[config.mk]
export PLATFORM = sky130hd
export DESIGN_NAME = fifo_rd_unpacker
export DESIGN_NICKNAME = d
export VERILOG_FILES = /design/src/rtl/fifo_rd_unpacker.sv
export SDC_FILE = /design/constraint.sdc
export NUM_CORES = 1
export LEC_CHECK = 0
export BUFFER_PORTS_ARGS = -buffer_cell sky130_fd_sc_hd__buf_2
export CAP_MARGIN = 20
export CORE_UTILIZATION = 47
export DETAILED_ROUTE_END_ITERATION = 12
export GPL_TIMING_DRIVEN = 0
export PLACE_DENSITY = 0.77
export SLEW_MARGIN = 5
export SYNTH_ARGS = -nofsm -noshare
export SYNTH_HDL_FRONTEND = slang
export SYNTH_SLANG_ARGS = --single-unit
[constraint.sdc]
create_clock -name clk -period 5.26 [get_ports clk]
set_clock_uncertainty 0.2 [all_clocks]
set_input_delay 1.052 -clock clk [delete_from_list [all_inputs] [get_ports clk]]
set_output_delay 1.052 -clock clk [all_outputs]
set_load 0.005 [all_outputs]
[src/rtl/fifo_rd_unpacker.sv]
// rtl/fifo_rd_unpacker.sv - drains wide show-ahead FIFO words into narrow valid/ready beats
//
// Ports:
//   clk            rising-edge clock
//   rst            asynchronous active-high reset
//   o_fifo_rden    FIFO pop strobe (combinational)
//   i_fifo_rddata  FIFO head word, valid when !i_fifo_empty
//   i_fifo_empty   FIFO empty flag
//   i_flush        drop the remaining beats of the held word
//   o_valid        output beat valid
//   o_data         output beat
//   o_last         final beat of the current word
//   i_ready        consumer ready
//   o_busy         a word is held
//
// Build option: define UNPACK_MSB_FIRST_EN to emit the most significant slice first.

module fifo_rd_unpacker #(
    parameter int IN_W  = 128,
    parameter int OUT_W = 32
) (
    input  logic             clk,
    input  logic             rst,
    output logic             o_fifo_rden,
    input  logic [IN_W-1:0]  i_fifo_rddata,
    input  logic             i_fifo_empty,
    input  logic             i_flush,
    output logic             o_valid,
    output logic [OUT_W-1:0] o_data,
    output logic             o_last,
    input  logic             i_ready,
    output logic             o_busy
);

    localparam int RATIO = IN_W / OUT_W;
    localparam int BW    = $clog2(RATIO);

    typedef enum logic {
        IDLE  = 1'b0,
        DRAIN = 1'b1
    } state_t;

    state_t            state_rg;
    state_t            state_nx;
    logic [IN_W-1:0]   hold_rg;
    logic [BW-1:0]     beat_rg;
    logic              load;
    logic              beat_last;
    logic              beat_adv;
    logic [IN_W-1:0]   shifted;
    int                slice_idx;

    assign beat_last = (beat_rg == BW'(RATIO - 1));

    // Non-last beat handed over; flush wins over a simultaneous accept.
    assign beat_adv = (state_rg == DRAIN) && !i_flush && i_ready && !beat_last;

    always_ff @(posedge clk or posedge rst) begin
        if (rst) begin
            state_rg <= IDLE;
        end else begin
            state_rg <= state_nx;
        end
    end

    // Next state, plus the load decision that both the pop strobe and the
    // hold register depend on.
    always_comb begin
        state_nx = state_rg;
        load     = 1'b0;
        case (state_rg)
            IDLE: begin
                if (!i_fifo_empty) begin
                    load     = 1'b1;
                    state_nx = DRAIN;
                end
            end
            DRAIN: begin
                if (i_flush) begin
                    state_nx = IDLE;
                end else if (i_ready && beat_last) begin
                    if (!i_fifo_empty) begin
                        load = 1'b1;
                    end else begin
                        state_nx = IDLE;
                    end
                end
            end
            default: state_nx = IDLE;
        endcase
    end

    always_ff @(posedge clk or posedge rst) begin
        if (rst) begin
            hold_rg <= '0;
            beat_rg <= '0;
        end else if (load) begin
            hold_rg <= i_fifo_rddata;
            beat_rg <= '0;
        end else if (beat_adv) begin
            beat_rg <= beat_rg + BW'(1);
        end
    end

    // Beat selection as a right shift keeps the index arithmetic in int.
    always_comb begin
`ifdef UNPACK_MSB_FIRST_EN
        slice_idx = RATIO - 1 - int'(beat_rg);
`else
        slice_idx = int'(beat_rg);
`endif
        shifted = hold_rg >> (slice_idx * OUT_W);
    end

    // Outputs depend only on registered state except the pop strobe, which
    // must be combinational so the FIFO advances on the reload edge.
    always_comb begin
        o_valid     = (state_rg == DRAIN);
        o_busy      = (state_rg == DRAIN);
        o_last      = (state_rg == DRAIN) && beat_last;
        o_data      = (state_rg == DRAIN) ? shifted[OUT_W-1:0] : '0;
        o_fifo_rden = load && !rst;
    end

endmodule

# Word-level counts from Yosys, hierarchy flattened

Index checks and enable logic that the tools add are counted.

Bits of input ports: 133
Output and inout bits: 36
Bits in registers: 131

Eq/ne operators: 1
Muxes and demuxes: 10
Reduce and logical (&&, ||, !) cells: 10
Bitwise logic cells: 1
Shift-type cells: 1
Add/sub/neg operators: 1

Operators with widths:

| kind                                                          | number |
|---|---|
| 128-bit by 7-bit >> shifter with 32-bit output                | 1 |
| 32-bit two-way mux                                            | 1 |
| 1-bit logical AND                                             | 6 |
| 1-bit two-way mux                                             | 5 |
| 2-bit two-way mux                                             | 2 |
| 1-bit case mux with 2 select lines                            | 2 |
| 1-bit logical NOT                                             | 3 |
| 2-bit by 1-bit adder with 2-bit output, second input constant | 1 |
| 2-bit equality test, second input constant                    | 1 |
| 2-bit nonzero test                                            | 1 |
| 1-bit inverter                                                | 1 |

# Longest topological paths before layout

Depth after elaboration: 6
Mapped depth: 6
Mapped depth without buffers: 4

# Worst setup path after synthesis

No wires, ideal clock.

Path kind: input -> output
Start: input port rst
End: output port o_fifo_rden
Buffers on the path: 0
Required time: 4.008 ns
Slack: -0.142 ns
Arrival time: 4.150 ns
Stages on the path: 2
Cell sequence: inv_1 and2_1

Cells in the longest elaborated chain, start to end: 2

Ends and longest elaborated chain:

| what              | RTL line | source |
|---|---|---|
| from (decl)       | 23       | `input logic rst,` |
| 1-bit logical NOT | 122      | `o_fifo_rden = load && !rst;` |
| 1-bit logical AND | 122      |  |
| to (decl)         | 24       | `output logic o_fifo_rden,` |

Every way passes these cells.

# Worst setup path in the final report

Ends and elaborated chain as after synthesis.

==> impl_results.md <==
- Fin cells: 735
- Clk sink count: 131
- Worst hold stages: 1
- Aggregate global routing overflow: 0
- Crit path launch type: primary input
- CP delay by family, top: buffers and inverters
- HPWL after detailed placement: 9990 µm
- # Post-CTS Setup Buffers: 0
- CTS tree: yes
- Share of cells above drive strength 1: 52.1%
- Worst Path Required: 4010 ps
- Final worst setup slack: 1540 ps
- Final #Nets: 690
- Final setup viols: 0
- H-tree depth: 4
- Number of global-route vias before repair: 4,251
- Clock Latency Late Sink: 410 ps
- DRT antenna net count: 0
- Critical Path End Type: output port
- Clk pin slew, worst setup/hold paths: 50 ps
- Initial antenna violation count: 2
- Core Rows: 40
- Pre-CTS setup slack: 1510 ps
- PwrDens: 482 nW/µm²
- Post-route DRC violation count: 0
- Synth cell types: 19
- Worst r2r src: beat_rg[0]
- Tot GR Track Use: 23.4%
- Largest net degree at the start of global routing: 43
- Sequential share of the synthesized area: 55.2%
- Synthesized area per cell: 16.2 µm²
- Hold_buf cts: 0
- Worst slew margin: 53.0%
- YS warnings: 0
- Final period util: 70.7%
- Worst Hold Class: reg2reg
- RSZ-0062 raised after global routing: no
- Wire length per cell: 18.9 µm
- GPL Wtd Cong: 0.790
- Post-Syn Area: 5940 µm²
- Yosys reg bits: 131
- I/O pin count: 169
- CTS resizes: 0
- WP buf/inv: 5
- Placed Area: 7060 µm²
- Initial DRC Count: 153
- Crit-path slowest cell: clkinvlp_4
- Worst Tran Pin Value: 705 ps
- Root buf cell: clkbuf_16
- Port-buffer cells: 168
- Max-slew violation count: 0
- WS Path Type: in2out
- Vias: 3,814
- Crit path largest cell delay: 430 ps
- Hold EP: hold_rg[88]
- Total power: 0.00365 W
- Final wirelength: 13,900 µm
- Cells along the critical path: buf_2 -> clkinvlp_4 -> buf_12 -> buf_12 -> and2_1 -> buf_2
- Reg2Reg Depth: 6
- Placed cells: 705
- # fillers: 961
- Die extent in y: 114 µm
- Yosys top cell by area: dfrtp_1
- Maximum VDD drop: 275 µV
- R2R Setup Slk: 3260 ps
- Final design area excluding fillers: 7570 µm²
- Lkg Pwr: 3.42 nW
- Data arrival time of the worst path: 2470 ps
- Minimum clock period: 3720 ps
- Largest cells by area after synthesis: dfrtp_1 (55%), mux2_1 (16%), mux4_2 (12%), mux2_2 (7.8%), and2_1 (3.6%)
- Fmax: 269 MHz
- DR vias/cell: 5.19
- Placeable Area: 12,200 µm²
- Synth Instances: 366
- Outcome: finished, final reports clean
- CP max FO: 40
- Width of the chip: 114 µm
- Syn_nets: 500
- First-pass GRT wire length: 22,100 µm
- Max Cap Violations: 0
- Clock Path Buffers: 2
- Hold path startpoint: hold_rg[88]
- Initial cell density of the core: 48.9%
- Drt first pass iters: 4
- R2R Path End: hold_rg[35]
- CTS buffer count: 17
- Hold WS: 278 ps
- P&R area growth vs syn: 27.4%
- Hold Vio Cnt, Final: 0
- Die ar.: 13,100 µm²
- Post-synth top area share: 55.2%
[cells in the final DEF, fill, tap and decap left out, types with 2 or more instances in the layout]
| cell | instances |
|---|---|
| mux2_2 | 41 |
| buf_4 | 4 |
| clkinvlp_4 | 2 |
| buf_2 | 176 |
| and2_1 | 34 |
| mux2_1 | 87 |
| dfrtp_1 | 131 |
| clkbuf_8 | 3 |
| clkinv_2 | 5 |
| clkbuf_1 | 8 |
| clkbuf_16 | 17 |
| nand2_1 | 4 |
| buf_12 | 3 |
| mux4_2 | 32 |
| buf_6 | 10 |
[cell type report]
class / instances / area [µm²] / share of cell area, %
sequential: 131 / 3280 / 43.3
clock inverter: 6 / 32.5 / 0.430
tap: 168 / 210 / 2.78
timing repair buffer: 171 / 901 / 11.9
antenna: 1 / 2.50 / 0.0331
clock buffer: 23 / 478 / 6.31
buffer: 27 / 201 / 2.66
multi-input combinational: 206 / 2450 / 32.4
inverter: 2 / 11.3 / 0.149
[layer usage]
metal | GRT usage (%) | vias up | share of wire [%]
li1 | - | 1721 | -
met1 | 27.5 | 1948 | 41
met2 | 38.6 | 121 | 51
met3 | 8.47 | 24 | 6.2
met4 | 10.3 | 0 | 2.6
met5 | 0 | - | 0
[where the power goes]
group / internal (W) / switching (W) / total [W]
clock network: 0.000626 / 0.000409 / 0.00104
logic: 0.000683 / 0.000441 / 0.00112
registers: 0.00134 / 0.000158 / 0.00149
[worst register-to-register path: cells and delay by family, from the launching register on]
family	cells	cell delay [ps]
flops	1	340
fa+ha+maj	1	200
buf+inv	2	430
compound gates	1	260
simple gates	1	110
mux	1	350
[cells in the mapped netlist (all sizes together)]
cell,number
buf,22
o21ai,1
dfrtp,131
mux4,32
inv,2
and2,34
mux2,128
nand2,4
clkbuf,5
nand4bb,1
a21oi,1
or2,1
o22ai,1
a22oi,1
nand3b,1
ha,1
[sequential cells by signal, indices dropped and copies added, names as in the netlist]
signal   count
hold_rg    128
beat_rg      2
o_busy       1
[cell families (layout without fill, tap and decap cells)]
logic type	after synthesis	in the layout	synth area share [%]
other cells	0	1	0
mux	160	160	36.4
compound gates	4	4	0.463
buf+inv	29	229	3.52
fa+ha+maj	1	1	0.211
flops	131	131	55.2
simple gates	41	41	4.25
[metrics by stage]
step           util, %  setup TNS [ps]
6_report          62.2               0
5_1_grt           62.2               0
4_1_cts           62.2               0
3_5_place_dp      58.0               0
3_3_place_gp      57.5            -348
2_1_floorplan        -               0
[worst max-delay path by stage]
stage          start  depth (start not counted)           to  slack [ps]
3_5_place_dp     rst                          6  o_fifo_rden        1510
4_1_cts          rst                          6  o_fifo_rden        1500
6_report         rst                          6  o_fifo_rden        1540
3_3_place_gp     rst                          4  o_fifo_rden        -350
5_1_grt          rst                          6  o_fifo_rden        1380
2_1_floorplan    rst                          2  o_fifo_rden         650
Power figures use the tool's default switching activity.
